### src/rtl/alu_pkg.sv
// rtl/alu_pkg.sv - shared flag indices, opcode tags and result entry type
package alu_pkg;

  localparam int ALU_WIDTH = 4;
  localparam int ALU_OPW   = 3;
  localparam int FLAGS_W   = 4;

  localparam int FLAG_Z = 0;
  localparam int FLAG_N = 1;
  localparam int FLAG_C = 2;
  localparam int FLAG_V = 3;

  localparam logic [ALU_OPW-1:0] SHL = 3'd0;
  localparam logic [ALU_OPW-1:0] SHR = 3'd1;
  localparam logic [ALU_OPW-1:0] ADD = 3'd2;
  localparam logic [ALU_OPW-1:0] SUB = 3'd3;
  localparam logic [ALU_OPW-1:0] MUL = 3'd4;
  localparam logic [ALU_OPW-1:0] CMP = 3'd5;

  typedef struct packed {
    logic [ALU_OPW-1:0]   op;
    logic [ALU_WIDTH-1:0] low;
    logic [ALU_WIDTH-1:0] high;
    logic [FLAGS_W-1:0]   flags;
  } alu_entry_t;

endpackage

### src/rtl/alu_flag_gen.sv
// rtl/alu_flag_gen.sv - combinational {V,C,N,Z} status flags for one ALU result
module alu_flag_gen
  import alu_pkg::*;
#(
  parameter int WIDTH = ALU_WIDTH
) (
  input  logic [WIDTH-1:0] in_low,
  input  logic [WIDTH-1:0] in_high,
  input  logic             in_carry,
  output logic [3:0]       flags
);

  always_comb begin
    flags         = '0;
    flags[FLAG_Z] = (in_low == '0) && (in_high == '0);
    flags[FLAG_N] = in_low[WIDTH-1];
    flags[FLAG_C] = in_carry;
    flags[FLAG_V] = |in_high;
  end

endmodule

### src/rtl/alu_result_queue.sv
// rtl/alu_result_queue.sv - FIFO of ALU results with capture-time flags
module alu_result_queue
  import alu_pkg::*;
#(
  parameter int WIDTH = ALU_WIDTH,
  parameter int DEPTH = 4,
  parameter int OPW   = ALU_OPW
) (
  input  logic                   clk,
  input  logic                   rst_n,
  input  logic                   flush,
  input  logic                   in_valid,
  output logic                   in_ready,
  input  logic [OPW-1:0]         in_op,
  input  logic [WIDTH-1:0]       in_low,
  input  logic [WIDTH-1:0]       in_high,
  input  logic                   in_carry,
  output logic                   out_valid,
  input  logic                   out_ready,
  output logic [OPW-1:0]         out_op,
  output logic [WIDTH-1:0]       out_low,
  output logic [WIDTH-1:0]       out_high,
  output logic [3:0]             out_flags,
  output logic [$clog2(DEPTH):0] count
);

  localparam int PW = $clog2(DEPTH);
  localparam int CW = PW + 1;

  alu_entry_t     mem_q [DEPTH];
  alu_entry_t     wr_entry;
  alu_entry_t     head;
  logic [PW-1:0]  wp_q, wp_d, rp_q, rp_d;
  logic [CW-1:0]  count_q, count_d;
  logic [3:0]     in_flags;
  logic           push, pop;

  alu_flag_gen #(.WIDTH(WIDTH)) u_flag_gen (
    .in_low   (in_low),
    .in_high  (in_high),
    .in_carry (in_carry),
    .flags    (in_flags)
  );

  // Handshake status comes only from registered count, never from in_valid/out_ready.
  assign in_ready  = (count_q < CW'(DEPTH));
  assign out_valid = (count_q != '0);
  assign push      = in_valid && in_ready;
  assign pop       = out_valid && out_ready;

  assign wr_entry = '{op: in_op, low: in_low, high: in_high, flags: in_flags};
  assign head     = mem_q[rp_q];

  assign out_op    = head.op;
  assign out_low   = head.low;
  assign out_high  = head.high;
  assign out_flags = head.flags;
  assign count     = count_q;

  always_comb begin
    wp_d    = wp_q;
    rp_d    = rp_q;
    count_d = count_q;
    if (flush) begin
      wp_d    = '0;
      rp_d    = '0;
      count_d = '0;
    end else begin
      if (push) wp_d = wp_q + 1'b1;
      if (pop)  rp_d = rp_q + 1'b1;
      if (push && !pop)      count_d = count_q + 1'b1;
      else if (pop && !push) count_d = count_q - 1'b1;
    end
  end

  always_ff @(posedge clk) begin
    if (!rst_n) begin
      wp_q    <= '0;
      rp_q    <= '0;
      count_q <= '0;
      for (int i = 0; i < DEPTH; i++) mem_q[i] <= '0;
    end else begin
      wp_q    <= wp_d;
      rp_q    <= rp_d;
      count_q <= count_d;
      // A flushed push is dropped; stale entries are left in place.
      if (push && !flush) mem_q[wp_q] <= wr_entry;
    end
  end

endmodule

### config.mk
export PLATFORM = sky130hd
export DESIGN_NAME = alu_result_queue
export DESIGN_NICKNAME = d
export VERILOG_FILES = /design/src/rtl/alu_pkg.sv /design/src/rtl/alu_flag_gen.sv /design/src/rtl/alu_result_queue.sv
export SDC_FILE = /design/constraint.sdc
export NUM_CORES = 1
export LEC_CHECK = 0
export ABC_AREA = 1
export BUFFER_PORTS_ARGS = -buffer_cell sky130_fd_sc_hd__buf_4
export CORE_MARGIN = 4
export CORE_UTILIZATION = 45
export CTS_CLUSTER_SIZE = 24
export DETAILED_ROUTE_END_ITERATION = 12
export SYNTH_ARGS = -nofsm -noshare
export SYNTH_HDL_FRONTEND = slang
export SYNTH_SLANG_ARGS = --single-unit
### constraint.sdc
create_clock -name clk -period 3 [get_ports clk]
set_input_delay 0.15 -clock clk [delete_from_list [all_inputs] [get_ports clk]]
set_output_delay 0.15 -clock clk [all_outputs]
set_load 0.005 [all_outputs]
==> results.ini <==
[run_status]
status=finished, final reports clean

[detailed_routing]
first_pass_iters=4
vias_per_cell=5.09
drt_wl_total_mm=6.22
drt_iter0_drc=147
drt-wirelength-per-cell_um=15.1
antenna_left=0
drc_errors=0
num_vias=2096

[sta]
hold_violations=0
layout_min_cycle_time_ns=2.37
relSlewSlack=0.521
final.period_utilization=0.791
setup_viol=0
maxSlewViolCount=0
finClkSkew_ns=0.0132
max_freq_mhz=421
rsz0062_at_grt=false
finalSetupTns_ns=0
tightest_slew_ns=0.717

[clock_network]
h-tree-depth=3
cts_setup_buffers=0
root_buffer=clkbuf_8
clkLatencyLatePin_ns=0.35
cts-buffers-inserted=9
cts.clk_slew.worst_paths_ns=0.08
cts_tree=yes
cts_sinks=65
cts_hold_buffers=0
ctsLongestPathBuffers=2
ctsResizeCount=0

[pwr]
finalPower_mw=2.08
vdd_drop_max_mv=0.315
power_leakage_nw=1.46
powerDensity_nw_per_um2=601

[final_layout]
final_util=0.549
instances_no_fill=412
nets=349
fin_area_um2=3460
diodes=0
drive_gt1_frac=0.224
syn2layout_area_growth_pct=18.6
fill_cells=581

[setup_path]
critPathCaptureType=primary output
required_ns=2.85
r2r_cells=5
path_buf_inv=3
crit_path_max_fanout=29
worst_path_largest_cell_delay_ns=0.64
crit_family=buffers and inverters
crit_top_cell=buf_4
worstSetupPathType=register to primary output
slowest_stage=clkinv_1
crit_chain=buf_4 -> clkinv_1 -> o21ai_0 -> o22ai_1 -> buf_4
startpoint_type=register
path_depth=5
cp.arrival_ns=2.22

[floorplan]
dieArea_um2=7840
die_h_um=88.6
fp-row-count=29
die_w_um=88.6
core-area_um2=6310
initial_utilization=0.463
ioPinCount=37

[flow_run]
cap_violations=0

[grt]
grt_overflow=0
grt_pass1_vias=1996
grt_max_degree=30
grt_pass1_wl_mm=9.78
grt_util_all_layers=0.172
antenna_found_initial=0

[placement]
post-dp-hpwl_mm=4.00
gpl.final_weighted_congestion=0.770
place_area_um2=3240
place_inst=396
io_buffers=36

[synthesis]
synthDistinctLibCells=23
ys_seq_area_frac=0.638
synthFlopType=edfxtp_1
synth_nets=310
ys_ff_latch=65
syn_avg_cell_area_um2=10.0
syn_area_um2=2920
synth_top_area_share=0.576
ys_top_cells_by_area=edfxtp_1 58%, nor2_1 8.7%, dfxtp_1 6.2%
synth_edf_count=56
netlist_instances=291
ys.warnings.count=0
async_flop_share=0
yosys.area.top_type=edfxtp_1

[min_path]
hold_path.class=input port to register
whs_path_depth=3

==> placed cells by master, fill, tap and decap left out, types with 3 or more instances in the layout <==
cell type,count
nand3_1,5
a21oi_1,7
dfxtp_1,9
o21ai_0,30
nor3_1,4
nor2_2,9
buf_4,39
inv_2,3
o22ai_1,14
nor2_1,68
inv_1,32
nand2_1,31
edfxtp_1,56
clkbuf_8,9
nand2_2,6
==> synth_stat cells, types with 2 or more instances <==
cell type  count
nand2_1       31
dfxtp_1        9
nand2_2        6
edfxtp_1      56
a21oi_1        7
buf_2          4
nor3_1         4
clkbuf_1       3
o21ai_0       31
inv_2          3
nand3_1        5
nor2_1        68
buf_6          2
o22ai_1       14
inv_1         32
nor2_2         9
==> flip-flops by register name (all words and copies together), names as in the netlist, named ones only <==
name and count:
wp_q 2, rp_q 2, mem_q 56, count 3
==> worst min-delay path: cells and delay by family <==
family	cells	cell delay, ns
buf+inv	2	0.13
simple gates	1	0.07
==> stage by stage <==
stage                     setup slack (ns)  hold WS (ns)
after CTS                            0.585         0.105
after detailed placement             0.870         0.466
after global routing                 0.349         0.114
after global placement               0.890         0.465
final                                0.627         0.109
after floorplan                      0.820         0.329
==> power breakdown <==
part	internal [mW]	leakage, nW	switching [mW]	total (mW)
Clock	0.467	0.109	0.361	0.829
Combinational	0.0837	0.702	0.126	0.210
Sequential	1.03	0.652	0.0155	1.04
Total	1.58	1.46	0.503	2.08
==> logic make-up after synthesis <==
kind of cell               after synthesis  synth area share
and+or+nand+nor                        125             0.188
DFF                                     65             0.638
AOI/OAI and AO/OA                       52            0.0951
buffers and inverters                   47            0.0686
adders and majority gates                2            0.0111
==> area by class of cell <==
type	count	area (um2)	share of cell area
clock buffer	9	124	0.0358
timing repair buffer	39	293	0.0845
tap	77	96.3	0.0278
sequential	65	1860	0.538
multi-input combinational	179	858	0.248
inverter	36	135	0.0390
clock inverter	7	95.1	0.0275
==> per-layer routing <==
metal | GRT usage | wire [um]
met1 | 0.220 | 2670
met4 | 0.0659 | 91
met3 | 0.0410 | 341
met2 | 0.285 | 3110
met5 | 0 | 0
==> final timing paths <==
check / start / to / slack [ns]
max: register / out_high[3] / 0.63
min: in_op[0] / mem_q[3][12]$_DFFE_PP_ / 0.11
max reg2reg: count[2]$_SDFFE_PP0P_ / mem_q[0][10]$_SDFFCE_PN0P_ / 0.91
min reg2reg: rp_q[1]$_SDFFE_PP0P_ / rp_q[1]$_SDFFE_PP0P_ / 0.52
Power figures use the tool's default switching activity.
